$ cat config.mk
export PLATFORM = sky130hd
export DESIGN_NAME = fib_seq_controller
export DESIGN_NICKNAME = d
export VERILOG_FILES = /design/src/rtl/fib_seq_controller.sv
export SDC_FILE = /design/constraint.sdc
export NUM_CORES = 1
export LEC_CHECK = 0
export CAP_MARGIN = 30
export CORE_MARGIN = 3
export CORE_UTILIZATION = 52
export CTS_BUF_LIST = sky130_fd_sc_hd__clkbuf_8
export DETAILED_ROUTE_END_ITERATION = 6
export PLACE_DENSITY = 0.83
export SLEW_MARGIN = 20
export SYNTH_ARGS = -nofsm -noshare
export SYNTH_HDL_FRONTEND = slang
export SYNTH_SLANG_ARGS = --single-unit
export TNS_END_PERCENT = 50
$ cat constraint.sdc
create_clock -name clock -period 2.6 [get_ports clock]
set_input_delay 0.65 -clock clock [delete_from_list [all_inputs] [get_ports clock]]
set_output_delay 0.65 -clock clock [all_outputs]
set_load 0.01 [all_outputs]
$ cat src/rtl/fib_seq_controller.sv
// Fibonacci-style term generator: loads two seeds and emits n_terms terms of
// the sequence over a valid/ready stream, with abort and a sticky overflow flag.
module fib_seq_controller #(
    parameter int WIDTH = 17,
    parameter int CNT_W = 5
) (
    input  logic             clock,
    input  logic             reset,
    input  logic             start_valid,
    output logic             start_ready,
    input  logic [CNT_W-1:0] n_terms,
    input  logic [WIDTH-1:0] seed_a,
    input  logic [WIDTH-1:0] seed_b,
    input  logic             abort,
    output logic             term_valid,
    input  logic             term_ready,
    output logic [WIDTH-1:0] term_data,
    output logic [CNT_W-1:0] term_idx,
    output logic             term_last,
    output logic             busy,
    output logic             done,
    output logic             overflow,
    output logic [1:0]       dbg_state_o
);

    // Handshakes: a beat moves on a rising edge where valid and ready are both 1;
    // valid never depends on ready, and payload is held while valid && !ready.
    localparam logic [1:0] S_IDLE = 2'd0;
    localparam logic [1:0] S_RUN  = 2'd1;
    localparam logic [1:0] S_DONE = 2'd2;

    logic [1:0]       state_q, state_d;
    logic [WIDTH-1:0] a_q, a_d;
    logic [WIDTH-1:0] b_q, b_d;
    logic [CNT_W-1:0] idx_q, idx_d;
    logic [CNT_W-1:0] last_idx_q, last_idx_d;
    logic             ovf_q, ovf_d;
    logic [WIDTH:0]   sum;

    // The carry bit of this sum drives the overflow flag.
    assign sum = {1'b0, a_q} + {1'b0, b_q};

    assign start_ready = (state_q == S_IDLE);
    assign term_valid  = (state_q == S_RUN);
    assign term_data   = a_q;
    assign term_idx    = idx_q;
    assign term_last   = (state_q == S_RUN) && (idx_q == last_idx_q);
    assign busy        = (state_q == S_RUN) || (state_q == S_DONE);
    assign done        = (state_q == S_DONE);
    assign overflow    = ovf_q;
    assign dbg_state_o = state_q;

    always_comb begin
        state_d    = state_q;
        a_d        = a_q;
        b_d        = b_q;
        idx_d      = idx_q;
        last_idx_d = last_idx_q;
        ovf_d      = ovf_q;
        case (state_q)
            S_IDLE: begin
                if (start_valid) begin
                    a_d        = seed_a;
                    b_d        = seed_b;
                    idx_d      = '0;
                    last_idx_d = n_terms - CNT_W'(1);
                    ovf_d      = 1'b0;
                    state_d    = (n_terms != '0) ? S_RUN : S_DONE;
                end
            end
            S_RUN: begin
                // Abort wins over a transfer on the same edge.
                if (abort) begin
                    state_d = S_IDLE;
                end else if (term_ready) begin
                    a_d   = b_q;
                    b_d   = sum[WIDTH-1:0];
                    idx_d = idx_q + CNT_W'(1);
                    if (sum[WIDTH]) ovf_d = 1'b1;
                    if (term_last) state_d = S_DONE;
                end
            end
            S_DONE: begin
                state_d = S_IDLE;
            end
            default: begin
                state_d = S_IDLE;
            end
        endcase
    end

    always_ff @(posedge clock or posedge reset) begin
        if (reset) begin
            state_q    <= S_IDLE;
            a_q        <= '0;
            b_q        <= '0;
            idx_q      <= '0;
            last_idx_q <= '0;
            ovf_q      <= 1'b0;
        end else begin
            state_q    <= state_d;
            a_q        <= a_d;
            b_q        <= b_d;
            idx_q      <= idx_d;
            last_idx_q <= last_idx_d;
            ovf_q      <= ovf_d;
        end
    end

endmodule

Word level (Yosys, flattened, before mapping)
Index checks and enable logic that the tools add are counted.
{"block": "op_classes", "n_shift": 0, "n_mul": 0, "reduce_logical": 9, "muxes": 23, "div": 0, "add_sub_neg": 3, "n_bitwise": 0, "n_lt_le_gt_ge": 0, "eq_ne": 9}
{"operator": "17-bit 2-to-1 mux", "n": 6}
{"operator": "17-bit one-hot mux with 2 select lines", "n": 2}
{"operator": "17-bit by 17-bit adder with 18-bit output", "n": 1}
{"operator": "5-bit 2-to-1 mux", "n": 3}
{"operator": "2-bit 2-to-1 mux", "n": 5}
{"operator": "5-bit one-hot mux with 2 select lines", "n": 1}
{"operator": "3-bit by 2-bit != test with 1-bit output, second input constant", "n": 2}
{"operator": "5-bit by 1-bit adder with 5-bit output, second input constant", "n": 1}
{"operator": "5-bit equality test", "n": 1}
{"operator": "5-bit AND reduction", "n": 1}
{"operator": "5-bit nonzero test", "n": 1}
{"operator": "5-bit by 1-bit subtractor with 5-bit output, second input constant", "n": 1}
{"operator": "1-bit 2-to-1 mux", "n": 4}
{"operator": "2-bit by 1-bit != test with 1-bit output, second input constant", "n": 2}
{"operator": "2-bit != test, second input constant", "n": 2}
{"operator": "2-bit one-hot mux with 2 select lines", "n": 1}
{"operator": "4-bit AND reduction", "n": 1}
{"operator": "3-bit AND reduction", "n": 1}
{"operator": "2-bit by 1-bit equality test with 1-bit output, second input constant", "n": 1}
{"operator": "2-bit equality test, second input constant", "n": 1}
{"operator": "2-bit zero test", "n": 1}
{"operator": "1-bit one-hot mux with 2 select lines", "n": 1}
{"operator": "2-bit AND reduction", "n": 1}
{"operator": "2-bit nonzero test", "n": 1}
{"operator": "other kinds (2)", "n": 2}
{"block": "word_totals", "latchBits": 0, "in_bits": 44, "output_inout_bits": 30, "reg_bits": 47, "mem_bits_ro": 0, "n_memories": 0, "word_cells": 50, "ramBits": 0}

Longest topological paths before layout
{"block": "logic_depth", "depth_word": 6, "depth_mapped": 12, "ltp_nobuf": 9}

Least setup slack after synthesis
OpenSTA, ideal clock, no wires.
{"block": "synth_timing", "path_type": "register -> output", "start": "register state_q[1], in the netlist dbg_state_o[1]", "end": "output term_last", "path_stages_with_launch": 7, "arrival_time_ps": 1636, "required_ps": 1950, "path_buffers": 2, "path_slack_ps": 314, "cell_sequence": "dfrtp_1 inv_1 ha_1 buf_4 inv_4 clkbuf_1 nor4_1"}
{"block": "synth_between", "elab_chain_len": 2}
{"element": "from (decl)", "line_no": "32", "source": "logic [1:0] state_q, state_d;"}
{"element": "from (signal assigned)", "line_no": "101", "source": "state_q <= state_d;"}
{"element": "2-bit by 1-bit equality test with 1-bit output"}
{"element": "via term_valid", "line_no": "15", "source": "output logic term_valid,"}
{"element": "1-bit logical AND", "line_no": "47", "source": "assign term_last = (state_q == S_RUN) && (idx_q == last_idx_q);"}
{"element": "to (decl)", "line_no": "19", "source": "output logic term_last,"}
The timed path passes the listed nets, and every way through them passes these cells.

Final worst setup path
{"block": "layout_timing", "start": "register state_q[0], in the netlist dbg_state_o[0]", "end": "output start_ready"}
{"block": "layout_between", "elab_chain_len": 1}
{"element": "2-bit zero test", "line_no": "43", "source": "assign start_ready = (state_q == S_IDLE);"}
{"element": "to (decl)", "line_no": "10", "source": "output logic start_ready,"}
Every way passes these cells.

==> metrics.cfg <==
[die]
die-width_um=82.7
core-area_um2=5610
die_y_um=82.7
initial_core_util=0.546
die_area_um2=6840
num_io_pins=74
row_count=27

[setup_path]
required_ps=1950
critPathKind=reg2out
reg2reg_slack_ps=280
path_delay_family=buffers and inverters
path_cells=inv_1 -> ha_1 -> clkdlybuf4s50_1
slowest_delay_ps=590
crit_buf_inv=2
endpoint_kind=output port
crit_arrival_ps=1710
startpoint_type=register
slowest_stage=clkdlybuf4s50_1
critical_path.max_fanout=6

[placed_design]
hpwl_um=5610
gp_congestion=0.851
place_worst_setup_slack_ps=182
port_buffers=73

[cells_and_area]
fill_cells=460
drive_gt1_frac=0.0737
area_growth_pct=30.5
final_util=0.712
layout.nets=473
diodes=0

[clock_network]
clock_latency_ps=310
cts_sinks=47
clkTransAtPathRegs_ps=90
cts_tree=done
post_cts.repair.setup_buffers=0
cts_buffers=5
hold_buffers=0
clockBufferDepth=2
clockRootBuffer=clkbuf_8
post_cts_resized=1
h-tree-depth=2

[synth]
syn_avg_cell_area_um2=9.22
synth_top_area_frac=0.384
yosysWarnings=0
synth-edff-count=0
synthXorXnorAreaFrac=0.0658
syn_inst=332
ys_seq_elements=47
yosys.area.top_type=dfrtp_1
synth_flop_cell=dfrtp_1
synthTopCellsByCount=dfrtp_1 (47), nand2_1 (44), a21oi_1 (29)
synth_simple_gate_area_frac=0.153
yosysMostFrequentCell=dfrtp_1
synthArstFlopShare=1.00
synth_cell_types=47
synth_top_family_by_area=compound AO/OA/AOI/OAI gates
synthTopCellsByArea=dfrtp_1 (38%), ha_1 (9.0%), mux2i_1 (7.2%), nand2_1 (5.4%), a21oi_1 (4.7%)
yosysSeqAreaShare=0.384
synthMuxAreaShare=0.0719
synth_fa_ha_area_frac=0.0964
synth_area_um2=3060
synth_compound_area_frac=0.193
synth_fp_nets=399

[timing]
period_share=0.908
drv_slew=0
rsz0062_at_grt=false
setup_ws_ps=240
setup_viol=0
tightest_slew_ps=458
finClkSkew_ps=7.26
relSlewSlack=0.695
tns_ps=0
fmax_mhz=424
hold_violations=0
fin_crit_ps=2360

[drt]
viasPerCell=5.61
drt_iter0_drc=126
dr.pass1.iters=4
routedWlPerCell_um=15.5
drc=0
routed_wl_um=7420
vias=2686
detail-route-antenna-nets=0

[pwr]
leakagePower_nw=1.78
max-vdd-ir-drop_uv=840
power_mw=5.40
powerDensity_nw_per_um2=1350

[global_route]
grt_use_met2=0.387
grt_pass1_wl_um=12400
grt_overflow=0
grt_start_max_net_pins=29
grt.busiest_layer=met2
grt_usage=0.236
grt_pass1_vias=2721
antenna_found_initial=0
met1_usage=0.299
use_met3=0.0651

[worst_hold_path]
hp-class=reg2reg

[run_status]
status=finished, final reports clean

[job]
drv_cap=0

## tightest hold or removal path, stage by stage, from the launching register on
cell     delay (ps)
dfrtp_1         360
nand2_1          50
o21ai_0          60
## sequential cells by signal, summed over array words and instances, names as in the netlist
name,count
overflow,1
term_data,17
dbg_state_o,2
term_idx,5
b_q,17
last_idx_q,5
## area by class of cell
class / instances / area, µm² / area share
Clock buffer: 5 / 68.8 / 0.0172
Clock inverter: 3 / 12.5 / 0.00313
Inverter: 11 / 43.8 / 0.0110
Multi-Input combinational cell: 261 / 1780 / 0.447
Sequential cell: 47 / 1180 / 0.294
Tap cell: 72 / 90.1 / 0.0225
Timing Repair Buffer: 80 / 820 / 0.205
## final timing paths
| kind | cells past startpoint | from | to |
|---|---|---|---|
| setup / recovery | 3 | dbg_state_o[0] | start_ready |
| hold / removal | 2 | last_idx_q[0] | last_idx_q[0] |
| setup reg to reg | 9 | term_data[0] | b_q[16] |
| hold reg to reg | 2 | last_idx_q[0] | last_idx_q[0] |
| max in group asynchronous | 3 | reset | b_q[1] |
| min in group asynchronous | 2 | reset | last_idx_q[1] |
## through the flow
stage,instances,hold WS (ps),instance area (µm²)
global route,479,536,4000
detailed placement,471,492,3910
CTS,479,511,3990
floorplan,332,469,3060
global placement,471,484,3910
finish,479,505,4000
## report_power, final
group | internal, mW | total [mW] | switching (mW)
Sequential | 1.07 | 1.37 | 0.297
Clock | 0.182 | 0.435 | 0.253
Combinational | 1.68 | 3.59 | 1.91
## placed cells by master, fill, tap and decap left out, drive strengths merged, types with 3 or more instances in the layout
| master | count |
|---|---|
| clkdlybuf4s50 | 72 |
| dfrtp | 47 |
| nand2 | 44 |
| o21ai | 40 |
| a21oi | 30 |
| mux2i | 22 |
| ha | 22 |
| nor2 | 19 |
| xnor2 | 13 |
| inv | 13 |
| and3 | 11 |
| xor2 | 10 |
| buf | 7 |
| nor3 | 6 |
| nand4 | 6 |
| clkbuf | 5 |
| nand3 | 4 |
| a21o | 4 |
| o21a | 3 |
| a211oi | 3 |
## kinds of logic (layout without fill, tap and decap cells)
kind of cell	Yosys count	after routing
compound gates	95	95
xor+xnor	23	23
fa+ha+maj	23	23
buf+inv	24	99
flops	47	47
mux	22	22
simple gates	98	98
## per-layer routing
| layer | vias to the layer above | part of all wire |
|---|---|---|
| li1 | 1320 | - |
| met1 | 1275 | 0.44 |
| met2 | 82 | 0.48 |
| met3 | 9 | 0.065 |
| met4 | 0 | 0.014 |
| met5 | - | 0 |
No activity file was read; power rests on OpenSTA's default activity.
